**config.mk**
```make
export PLATFORM = sky130hd
export DESIGN_NAME = alu_share_arb
export DESIGN_NICKNAME = d
export VERILOG_FILES = /design/src/rtl/alu_share_arb.sv
export SDC_FILE = /design/constraint.sdc
export NUM_CORES = 1
export LEC_CHECK = 0
export ABC_AREA = 1
export CELL_PAD_IN_SITES_DETAIL_PLACEMENT = 2
export CELL_PAD_IN_SITES_GLOBAL_PLACEMENT = 2
export CORE_MARGIN = 5
export CORE_UTILIZATION = 21
export DETAILED_ROUTE_END_ITERATION = 6
export GPL_ROUTABILITY_DRIVEN = 0
export PLACE_DENSITY_LB_ADDON = 0.12
export SLEW_MARGIN = 20
export SYNTH_ARGS = -nofsm -noshare
export SYNTH_HDL_FRONTEND = slang
export SYNTH_SLANG_ARGS = --single-unit
```
**constraint.sdc**
```tcl
create_clock -name clk_i -period 2.08 [get_ports clk_i]
set_input_delay 0.624 -clock clk_i [delete_from_list [all_inputs] [get_ports clk_i]]
set_output_delay 0.624 -clock clk_i [all_outputs]
set_load 0.005 [all_outputs]
```
**src/rtl/alu_share_arb.sv**
```systemverilog
// Round-robin arbiter sharing one combinational ALU between NUM_REQ requesters.
// Define ALU_ARB_FIXED_PRIO_EN to switch arbitration to fixed lowest-index priority.
module alu_share_arb #(
    parameter int NUM_REQ = 2,
    parameter int GNT_W   = 2
) (
    input  logic                    clk_i,
    input  logic                    rst_ni,
    input  logic [NUM_REQ-1:0]      req_valid_i,
    output logic [NUM_REQ-1:0]      req_ready_o,
    input  logic [NUM_REQ*32-1:0]   req_op_a_i,
    input  logic [NUM_REQ*32-1:0]   req_op_b_i,
    input  logic [NUM_REQ*4-1:0]    req_alu_op_i,
    output logic [NUM_REQ-1:0]      rsp_valid_o,
    input  logic [NUM_REQ-1:0]      rsp_ready_i,
    output logic [31:0]             rsp_data_o,
    output logic [GNT_W-1:0]        rsp_gnt_o,
    output logic [31:0]             alu_operand_a_o,
    output logic [31:0]             alu_operand_b_o,
    output logic [3:0]              alu_op_o,
    input  logic [31:0]             alu_data_i
);

    typedef enum logic [1:0] {IDLE, EXEC, RESP} state_t;

    if (NUM_REQ < 2 || NUM_REQ > 4) begin : g_bad_num_req
        $error("alu_share_arb: NUM_REQ must be in 2..4");
    end
    if ((1 << GNT_W) < NUM_REQ) begin : g_bad_gnt_w
        $error("alu_share_arb: GNT_W too narrow for NUM_REQ");
    end

    state_t               r_state;
    logic [GNT_W-1:0]     r_gnt;
    logic [31:0]          r_op_a;
    logic [31:0]          r_op_b;
    logic [3:0]           r_op;
    logic [NUM_REQ-1:0]   r_rsp_valid;
    logic [31:0]          r_rsp_data;
`ifndef ALU_ARB_FIXED_PRIO_EN
    logic [GNT_W-1:0]     r_last_gnt;
`endif

    logic                 w_any;
    logic [GNT_W-1:0]     w_gnt;
    logic [NUM_REQ-1:0]   w_gnt_oh;
    logic [NUM_REQ-1:0]   w_own_oh;
    logic [31:0]          w_sel_a;
    logic [31:0]          w_sel_b;
    logic [3:0]           w_sel_op;
    logic                 w_rsp_hs;

    // Winner search over currently valid requesters.
    always_comb begin
        w_any = 1'b0;
        w_gnt = '0;
`ifdef ALU_ARB_FIXED_PRIO_EN
        for (int j = 0; j < NUM_REQ; j++) begin
            if (!w_any && req_valid_i[j]) begin
                w_any = 1'b1;
                w_gnt = GNT_W'(j);
            end
        end
`else
        for (int i = 1; i <= NUM_REQ; i++) begin
            for (int j = 0; j < NUM_REQ; j++) begin
                if (!w_any && req_valid_i[j] && (j == (int'(r_last_gnt) + i) % NUM_REQ)) begin
                    w_any = 1'b1;
                    w_gnt = GNT_W'(j);
                end
            end
        end
`endif
    end

    always_comb begin
        w_sel_a  = '0;
        w_sel_b  = '0;
        w_sel_op = '0;
        for (int j = 0; j < NUM_REQ; j++) begin
            if (GNT_W'(j) == w_gnt) begin
                w_sel_a  = req_op_a_i[32*j +: 32];
                w_sel_b  = req_op_b_i[32*j +: 32];
                w_sel_op = req_alu_op_i[4*j +: 4];
            end
        end
    end

    assign w_gnt_oh = NUM_REQ'(1) << w_gnt;
    assign w_own_oh = NUM_REQ'(1) << r_gnt;
    assign w_rsp_hs = (r_state == RESP) && |(rsp_ready_i & w_own_oh);

    // Ready is gated by reset so every output reads 0 while rst_ni is low.
    assign req_ready_o = (rst_ni && r_state == IDLE && w_any) ? w_gnt_oh : '0;

    always_ff @(posedge clk_i or negedge rst_ni) begin
        if (!rst_ni) begin
            r_state     <= IDLE;
            r_gnt       <= '0;
            r_op_a      <= '0;
            r_op_b      <= '0;
            r_op        <= '0;
            r_rsp_valid <= '0;
            r_rsp_data  <= '0;
`ifndef ALU_ARB_FIXED_PRIO_EN
            r_last_gnt  <= GNT_W'(NUM_REQ - 1);
`endif
        end else begin
            case (r_state)
                IDLE: begin
                    if (w_any) begin
                        r_op_a  <= w_sel_a;
                        r_op_b  <= w_sel_b;
                        r_op    <= w_sel_op;
                        r_gnt   <= w_gnt;
                        r_state <= EXEC;
                    end
                end
                EXEC: begin
                    r_rsp_data  <= alu_data_i;
                    r_rsp_valid <= w_own_oh;
                    r_state     <= RESP;
                end
                RESP: begin
                    if (w_rsp_hs) begin
                        r_rsp_valid <= '0;
`ifndef ALU_ARB_FIXED_PRIO_EN
                        r_last_gnt  <= r_gnt;
`endif
                        r_state     <= IDLE;
                    end
                end
                default: r_state <= IDLE;
            endcase
        end
    end

    assign rsp_valid_o     = r_rsp_valid;
    assign rsp_data_o      = r_rsp_data;
    assign rsp_gnt_o       = r_gnt;
    assign alu_operand_a_o = r_op_a;
    assign alu_operand_b_o = r_op_b;
    assign alu_op_o        = r_op;

endmodule
```
==> results.txt, run 1 <==
The flow ran to the end, and the final reports show no timing, DRC or antenna violations. The power density over cell area came out at 1270 nW/um^2. Entering global routing, the biggest net connects 69 pins. The H-tree generated during clock tree synthesis spans 3 levels.

No sink is reached through more buffers than the 2 on the longest clock path. The smallest setup slack after layout came out at 0.102 ns. Grouping stages by cell kind, the critical path spends the most delay in flip-flops. In the final layout, the share of cells above drive strength 1 is 4.94%. The total power consumption of the routed design came out at 11.0 mW. Across all register-to-register paths, the minimum setup slack is 0.32 ns. Setup repair after global routing left no endpoint under its margin. The synthesis warning total is 0.

The count of buffer and inverter cells on the critical path came out at 3. Tracing the worst setup path back leads to its startpoint at r_state[1]$_DFFE_PN0P_. The initial antenna violation count was 1. Sorting the synthesized cells by area gives the leading types as dfrtp_1, nand2_1, nand3_1, nand3b_1, inv_1. For the pin with the worst max-slew slack, the measured transition is 0.911 ns. Derived from the worst setup path, the maximum achievable clock frequency is 506 MHz. In the finished design, the share of the clock period the worst path needs comes to 95.1%. The number of nets still failing antenna checks after routing is 0. The critical path start-end classification is reg -> out. The most frequent cell on the critical path is inv_2.

For this run the aggregate overflow at the end of global routing stands at 0. The mapped netlist covers 5300 um^2. The clock sink total came out at 106. The routed wire length is 22800 um. The worst-case headroom to the max-slew limit is 39.3%. The post-synth net total came out at 863. TritonCTS built the clock tree. Measured along the y axis, the die boundary spans 169 um.

Synthesis handed over a netlist of 689 instances. The number of iterations in the first detailed-routing pass came out at 4. The final-report hold violation count is 0.

The cell count after placement is 1264. The cell with the largest stage delay on the worst path is dfrtp_1. For this run, the register share of the synthesized area comes to 50.1%.

Subtracting the final worst setup slack from the clock period gives 1.98 ns. In the routed layout, each cell is associated on average with a via count of 4.28. For the worst-skew pair, the clock arrives at the later sink with an insertion delay of 0.35 ns. From left edge to right edge, the die measures 169 um. The data arrival time of the critical path came out at 1.35 ns. The number of fill cells came out at 2901. The post-detailed-placement half-perimeter wirelength came out at 15800 um. The global-route total usage across every layer is 15.9%. The area of all sequential standard cells came out at 2650 um^2. The worst hold path begins at rsp_data_o[25]$_DFFE_PN0P_. For this run, the number of standard cells in the final layout without fillers is 1282. The area share of the leading cell type in the synthesized netlist came out at 49.6%. The maximum resistive drop on vdd is 510 uV. Once layout is complete, the utilization of the core stands at 34.7%. The via count of the first global-routing pass came out at 6027. During I/O placement, the number of pins put on the boundary was 280. STA classifies the critical path endpoint as a primary output. The biggest area contributor in the post-synthesis netlist is dfrtp_1.

The floorplan die area is 28500 um^2. The clock transition at the register clock pins on the worst setup and hold paths after CTS is 0.08 ns. The multi-input gate area in the final layout is 2150 um^2. The DRC violation total after the first TritonRoute iteration is 124. The worst setup path is launched from a flip-flop. The number of clock buffers inserted by TritonCTS came out at 9.

The area growth from synthesis to final layout is 64.1%. The maximum fanout encountered on the critical timing path is 3. The root cell of the clock tree is clkbuf_16.

The area of the core came out at 25000 um^2. The final count of negative-setup-slack endpoints is 0. The post-route DRC violation count came out at 0.

The total vias in the final route is 5487. The initial utilization of the core area, before any placement, comes to 21.2%. In this design, the stage delay of the slowest critical-path cell is 0.38 ns. The post-placement setup slack is -0.694 ns. The number of storage elements in the synthesis netlist is 106. The max-capacitance violation count is 0. The mean routed wirelength per cell came out at 17.8 um.

The min-delay analysis places its worst path in the category reg -> reg. The analysis attributes to cell leakage a power of 4.19 nW. The average instance area after synthesis is 7.69 um^2. The floorplan has 58 rows. The final-stage net count is 1121. In this run the critical register-to-register path is launched from r_last_gnt[0]$_DFFE_PN1P_. The first global-routing pass estimated 35500 um of wire. The critical path goes through inv_2, nand2_2, nor2_4, inv_2, nor3_4, buf_6. The max-slew violation count is 0. The port buffer count came out at 278. The post-route clock skew is 0.00785 ns.

For the worst setup path, the data required time is 1.46 ns. The total inserted antenna cells is 0. The count of unique library cells instantiated by Yosys is 19.
cell families (layout without fill, tap and decap cells):
logic type      Yosys count  count (layout)  synth area share [%]
buf+inv                 121             384                  9.63
flops                   106             106                  50.1
other cells               1               1                0.0708
compound gates            2               2                 0.189
simple gates            459             459                  40.0
state kept, by name (all words and copies together), names as in the netlist:
| register | cells |
|---|---|
| alu_operand_a_o | 32 |
| alu_operand_b_o | 32 |
| rsp_data_o | 32 |
| alu_op_o | 4 |
| r_state | 2 |
| rsp_valid_o | 2 |
| r_last_gnt | 1 |
| rsp_gnt_o | 1 |
per-stage QoR:
step / cell area [um^2] / hold WS, ns / setup TNS (ns)
2_1_floorplan: 5300 / 0.328 / 0
3_3_place_gp: 8360 / 0.454 / -22.29
3_5_place_dp: 8360 / 0.461 / -25.09
4_1_cts: 8670 / 0.482 / 0
5_1_grt: 8690 / 0.503 / 0
6_report: 8690 / 0.474 / 0
worst min-delay path, cell delays in order (launching register included):
cell	delay (ns)
dfrtp_1	0.35
nand2_1	0.05
nand2_1	0.04
metal layers:
metal	global-route usage, %	part of all wire (%)	vias up
met5	0	0.057	-
met2	26.0	47	162
met1	20.2	43	2662
met3	5.91	8.8	14
met4	3.14	0.98	2
li1	-	-	2647
power by group:
group	switching (mW)	leakage (nW)	internal (mW)
logic	2.70	2.75	2.81
registers	0.553	1.29	3.11
clock network	0.885	0.149	0.958
cell usage after synthesis:
cell type / count
clkbuf_1: 13
clkinv_1: 1
buf_6: 2
nor3_1: 1
nand2_2: 1
o21ai_0: 2
inv_2: 2
conb_1: 1
buf_2: 27
buf_1: 3
dfstp_2: 1
inv_1: 71
nand2_1: 280
nand3_1: 105
nor2_4: 1
nor2_1: 3
dfrtp_1: 105
buf_4: 2
nand3b_1: 68
final timing paths:
| check | to | cells after the start |
|---|---|---|
| worst min register to register | rsp_data_o[25]$_DFFE_PN0P_ | 2 |
| worst max-delay path | req_ready_o[0] | 6 |
| min in group asynchronous | alu_operand_a_o[6]$_DFFE_PN0P_ | 2 |
| worst min-delay path | rsp_data_o[25]$_DFFE_PN0P_ | 2 |
| worst max register to register | alu_operand_a_o[25]$_DFFE_PN0P_ | 6 |
| max in group asynchronous | alu_operand_b_o[8]$_DFFE_PN0P_ | 3 |
layout make-up:
class,count,area share [%]
Tap cell,330,4.75
Sequential cell,106,30.5
Timing Repair Buffer,294,33.2
Multi-Input combinational cell,462,24.8
Clock inverter,7,0.964
Inverter,74,3.20
Clock buffer,9,2.59
timing repair:
item,in CTS,in global routing
hold buffers,0,0
hold endpoints to repair,0,0
pin swaps,1,2
buffers inserted,1,1
gates resized for setup,11,7
endpoints found under the setup margin,2,2
placed cells by master, fill, tap and decap left out:
master / instances
conb_1: 1
clkbuf_2: 1
nor2_2: 1
buf_6: 1
inv_6: 2
inv_2: 3
clkinvlp_4: 1
nand2_2: 3
clkbuf_16: 9
o21ai_0: 2
inv_8: 1
nor3_4: 1
clkdlybuf4s50_1: 273
nand3_1: 105
nand3b_1: 68
dfstp_2: 1
nor2_4: 1
bufinv_16: 1
buf_4: 17
nor2_1: 2
inv_1: 70
buf_2: 2
clkinv_1: 1
dfrtp_1: 105
nand2_1: 278
clkinv_4: 2
(Power assumes the default switching activity.)
==> run 2, diff against run 1 <==
--- a/config.mk
+++ b/config.mk
@@ -9,10 +9,11 @@
 export CELL_PAD_IN_SITES_DETAIL_PLACEMENT = 2
 export CELL_PAD_IN_SITES_GLOBAL_PLACEMENT = 2
 export CORE_MARGIN = 5
-export CORE_UTILIZATION = 21
+export CORE_UTILIZATION = 22
 export DETAILED_ROUTE_END_ITERATION = 6
 export GPL_ROUTABILITY_DRIVEN = 0
 export PLACE_DENSITY_LB_ADDON = 0.12
+export RECOVER_POWER = 25
 export SLEW_MARGIN = 20
 export SYNTH_ARGS = -nofsm -noshare
 export SYNTH_HDL_FRONTEND = slang
==> constraint.sdc (replaced) <==
create_clock -name clk_i -period 2.3 [get_ports clk_i]
set_input_delay 0.69 -clock clk_i [delete_from_list [all_inputs] [get_ports clk_i]]
set_output_delay 0.69 -clock clk_i [all_outputs]
set_load 0.005 [all_outputs]
==> results.txt, run 2 (same netlist as run 1, synthesis figures left out) <==
The final hold slack came out at 0.472 ns (-0.00196 ns). The post-route DRC violation count came to 0 (unchanged). The area of the core came to 23600 um^2 (-5.7%). The clock sink total is 106 (unchanged).

The post-detailed-placement half-perimeter wirelength came to 16100 um (+2.1%). The maximum resistive drop on vdd came out at 350 uV (-31%). The total inserted antenna cells is 0 (unchanged). The kind of start point of the critical path is a primary input.

The routed wire length is 22900 um (+0.32%). The fraction of final layout cells with drive strength greater than 1 is 3.89% (-1.0 points). The most common library cell in the layout ignoring fill and taps is nand2_1. The number of cells in the finished layout apart from fillers came to 1270 (-0.94%). The wire length of the first global-routing pass came out at 34600 um (-2.7%). The max-slew violation count came out at 0 (unchanged).

The critical path start-end classification is in -> out. The endpoint required time on the critical path came out at 1.61 ns (+0.15 ns). The number of clock buffers inserted by TritonCTS came out at 9 (unchanged). The worst reg2reg path depth is 6 (unchanged). The maximum number of pins on one net before global-route repair is 71 (+2.9%). The number of primary I/O pins came out at 280 (unchanged). The overall die height came to 165 um (-2.2%).

The final design area excluding fillers is 8620 um^2 (-0.81%). The final-report hold violation count is 0 (unchanged). The via count of the first global-routing pass came out at 6004 (-0.38%). Derived from the worst setup path, the maximum achievable clock frequency is 460 MHz. The final-stage net count was 1120 (-0.089%).

The endpoint identified for the worst register-to-register timing path is rsp_data_o[7]$_DFFE_PN0P_. The port buffer count came out at 278 (unchanged). The startpoint identified for the worst register-to-register timing path is r_state[1]$_DFFE_PN0P_. The data arrival time of the critical path was 1.49 ns (+0.14 ns). The total vias in the final route came to 5573 (+1.6%).

STA classifies the critical path endpoint as a primary output. The post-route clock skew is 0.0139 ns (+0.00601 ns). The via count normalized by instance count was 4.39 (+2.5%). The buffer depth of the longest clock path is 2 (unchanged). The library cells used most frequently in the layout, excluding fill and tap cells, are nand2_1, clkdlybuf4s50_1, nand3_1, dfrtp_1, inv_1. The initial cell density of the core is 22.4% (+1.3 points). Relative to the synthesized area, the layout overhead comes to 62.7%.

The total grt overflow is 0 (unchanged). The cell count after placement came out at 1253 (-0.87%). The DRC violation total after the first TritonRoute iteration is 187 (+51%). Counting I/O delays and the setup requirement, the final critical path takes 2.18 ns.

The TritonCTS clock tree is yes. The setup slack of the most critical reg-to-reg path came out at 0.23 ns (-0.09 ns). The initial antenna violation count came out at 2 (+1). The floorplan die width came out at 165 um (-2.2%).

The number of iterations in the first detailed-routing pass came to 4 (unchanged). CTS placed an instance of clkbuf_16 at the clock tree root. The mean routed wirelength per cell came out at 18.0 um (+1.3%).

The final count of negative-setup-slack endpoints came out at 0 (unchanged). The max-capacitance violation count is 0 (unchanged). The number of nets still failing antenna checks after routing came to 0 (unchanged).

The worst hold path terminates at rsp_data_o[5]$_DFFE_PN0P_. Setup repair after global routing left no endpoint under its margin. The clock transition at the register clock pins on the worst setup and hold paths after CTS came to 0.08 ns (about the same).

The standard-cell row count came out at 56 (-3.4%). The cell area after placement came out at 8350 um^2 (-0.16%). In the finished design, the share of the clock period the worst path needs comes to 94.6%. The floorplan die area is 27300 um^2 (-4.3%).

The maximum fanout encountered on the critical timing path came out at 4 (+1). The global-route total usage across every layer is 16.5% (+0.58 points). The H-tree level count is 3 (unchanged). The number of cells on the worst hold path came out at 2 (unchanged). The worst hold path class is reg -> reg. The latest clock arrival within the worst-skew pair is 0.36 ns (about the same). The worst-case headroom to the max-slew limit is 28.9% (-10 points).

The flow ran to the end, and the final reports show no timing, DRC or antenna violations. The static leakage is 4.16 nW (-0.72%). The number of fill cells is 2768 (-4.6%). The number of hold buffers added after CTS is 0 (unchanged). The power density over cell area came out at 1140 nW/um^2 (-9.7%). The measured slew at the worst slew-check pin came out at 1.07 ns (+0.156 ns). The worst hold path begins at rsp_data_o[5]$_DFFE_PN0P_.
## run 2: cell count changes in the layout (fill, tap and decap cells not counted), sizes merged
cell,before,now
buf,20,15
inv,76,73
clkbuf,10,15
clkdlybuf4s15,0,1
clkinvlp,1,2
## run 2: per-stage QoR
step                      setup slack, ns  util, %  total power, mW  TNS [ns]
after floorplan                     0.154        -             5.38         0
after global placement             -0.579     35.4             8.36    -14.42
final                               0.125     36.5             9.87         0
after global routing               0.0281     36.5             10.7         0
after detailed placement           -0.588     35.4             8.49    -15.69
after CTS                          0.0121     36.6             10.2         0
## run 2: metal layers
| metal | vias to the layer above | track usage, % | wire (um) |
|---|---|---|---|
| li1 | 2645 | - | - |
| met2 | 143 | 28.3 | 11200 |
| met5 | - | 0 | 27 |
| met3 | 14 | 5.71 | 1960 |
| met4 | 4 | 3.97 | 205 |
| met1 | 2767 | 19.8 | 9490 |
## run 2: worst max path at each step
| stage | startpoint | endpoint | slack (ns) | depth (start not counted) |
|---|---|---|---|---|
| after detailed placement | req_valid_i[0] | req_ready_o[0] | -0.59 | 6 |
| after floorplan | req_valid_i[1] | req_ready_o[0] | 0.15 | 6 |
| after global placement | req_valid_i[0] | req_ready_o[0] | -0.58 | 6 |
| final | req_valid_i[0] | req_ready_o[0] | 0.12 | 6 |
| after global routing | req_valid_i[0] | req_ready_o[0] | 0.03 | 6 |
| after CTS | req_valid_i[0] | req_ready_o[1] | 0.01 | 6 |
## run 2: what timing repair did
item / CTS / global route
setup endpoints to repair: 2 / 2
setup buffers: 0 / 1
pin swaps: 1 / 1
gates resized for setup: 9 / 2
## run 2: layout make-up
class,instances,area [um^2],area share [%]
clock buffer,11,233,2.70
clock inverter,5,55.1,0.638
inverter,74,278,3.22
multi-input combinational,462,2140,24.8
sequential,106,2650,30.8
tap,319,399,4.63
timing repair buffer,293,2870,33.2
## run 2: power by group
group | total (mW) | internal (mW) | switching [mW]
Combinational | 4.96 | 2.52 | 2.45
Clock | 1.60 | 0.845 | 0.759
Sequential | 3.30 | 2.81 | 0.488
Total | 9.87 | 6.17 | 3.69
## run 2: critical path: stages
cell and delay (ns):
clkdlybuf4s15_1 0.22, nor2_1 0.08, nor2_4 0.14, inv_2 0.05, nor3_1 0.12, buf_2 0.17
==> edit: new RTL, config.mk and constraints of run 1 <==
Encoding of `state_t`: now one-hot (3 bits for 3 states).
--- a/src/rtl/alu_share_arb.sv
+++ b/src/rtl/alu_share_arb.sv
@@ -21,7 +21,7 @@
     input  logic [31:0]             alu_data_i
 );
 
-    typedef enum logic [1:0] {IDLE, EXEC, RESP} state_t;
+    typedef enum logic [2:0] {IDLE = 3'b001, EXEC = 3'b010, RESP = 3'b100} state_t;
 
     if (NUM_REQ < 2 || NUM_REQ > 4) begin : g_bad_num_req
         $error("alu_share_arb: NUM_REQ must be in 2..4");
Function: no difference found for any inputs over 4 cycles, from zero or initial values and one cycle with rst_ni low; so few cycles prove little.
==> edit against run 1 <==
  * Design area decreased by 2.0%
  * Critical endpoint unchanged
  * Worst setup slack got worse by 0.027 ns
  * Largest power group unchanged
  * Fmax decreased by 1.3%
  * Sequential cell count increased by 1
  * Power decreased by 2.4%
  * Critical path type unchanged
  * Sequential share of layout area increased by 0.94 points
  * Routed wire length decreased by 5.1%
  * Synthesized area decreased by 4.5%
==> edit: results (changes against run 1) <==
Synth Area in Compound Gates 0.396% (+0.21 points); Syn Nets 868 (+0.58%); # Taps 319 (-3.3%); post-synthesis mux area share 0% (unchanged); clock-pin slew on the worst setup and hold paths 0.08 ns (about the same); post_cts resized 10 (-1); drt pass-1 iters 4 (unchanged); class of the worst hold path in2async; Pleak 4.21 nW (+0.52%); Worst Clk Skew 0.0113 ns (+0.00342 ns); Worst slew margin 44.9% (+5.7 points); Data buffer area share 34.6% (+1.4 points); Multi-In Gates 537 (+16%); GRT Total Usage 16.0% (+0.11 points); Fill cells 2763 (-4.8%); async set-reset flop share out of synthesis 100% (unchanged); ANT cells 1 (+1); Yosys cell types 17 (-2); CTS Buf Count 9 (unchanged); Inverters 7 (-91%); first-pass GRT wire length 34100 um (-4.2%); family with the most delay on the worst path flip-flops; XOR/XNOR Fraction of Synth Area 0% (unchanged); outcome complete, no violations; maximum VDD drop 0.000537 V (+5.2%); Sink Count 107 (+0.94%); DR iter-0 viols 188 (+52%); Final Net Count 1138 (+1.5%); bufs w/o clock 302 (+2.7%); Crit path largest cell delay 0.56 ns (+0.18 ns); drt wl/cell 16.8 um (-5.6%); Synth top cells by count nand2_1, dfrtp_1, nand3_1, buf_2, clkbuf_1; multi-input gate share of the layout cell area 25.2% (+0.42 points); DP HPWL 16000 um (+0.95%); clock network share of area 3.75% (+0.19 points); Crit path arrival time 1.38 ns (+0.03 ns); top cells by area, synth dfrtp_1, nand2_1, nand3_1; largest net degree at the start of global routing 70 (+1.4%); placed cells 1268 (+0.32%); port bufs 278 (unchanged); Place WS -0.648 ns (+0.0461 ns); routing usage on met1 19.2% (-1.1 points); Total Wirelength 21700 um (-5.1%); FF/Latch Area 0.00268 mm2 (+0.99%); register area share after synthesis 53.0% (+2.9 points); CP Max Fanout 4 (+1); Root Driver clkbuf_16; Setup Buffers After CTS 2 (+1); vias in the first global route 6108 (+1.3%); Cells after Synth 694 (+0.73%); Psw 0.00397 W (-4.0%); placed cell area 0.00817 mm2 (-2.3%); total number of vias 5459 (-0.51%); met3 usage 5.71% (-0.20 points); fraction of layout cells with a size suffix above 1 5.78% (+0.84 points); final core occ 36.1% (+1.3 points); initial antenna violation count 4 (+3); Slowest cell on crit path dfstp_2; GRT met2 Usage 27.4% (+1.4 points)
-- edit: power by group through the flow --
stage	clock network, W	logic, W	registers (W)
after detailed placement	0	0.00540	0.00367
after CTS	0.00195	0.00547	0.00365
final	0.00185	0.00527	0.00363
after global placement	0	0.00530	0.00363
after floorplan	0	0.00206	0.00372
after global routing	0.00201	0.00595	0.00379
-- edit: path summary, 6_finish.rpt --
kind                                startpoint             endpoint  slack, ns  depth (start not counted)
max                                 r_state[0]       req_ready_o[0]       0.08                          5
min                                     rst_ni   alu_operand_b_o[7]       0.18                          2
max reg2reg                      r_last_gnt[0]  alu_operand_a_o[17]       0.44                          8
min reg2reg                alu_operand_b_o[29]  alu_operand_b_o[29]       0.47                          2
max in group asynchronous               rst_ni  alu_operand_a_o[12]       0.54                          3
min in group clk_i         alu_operand_b_o[29]  alu_operand_b_o[29]       0.47                          2
-- edit: metal layers --
layer / vias up / share of wire, %
li1: 2662 / -
met1: 2622 / 41
met2: 155 / 49
met3: 16 / 9.1
met4: 4 / 0.95
met5: - / 0.097
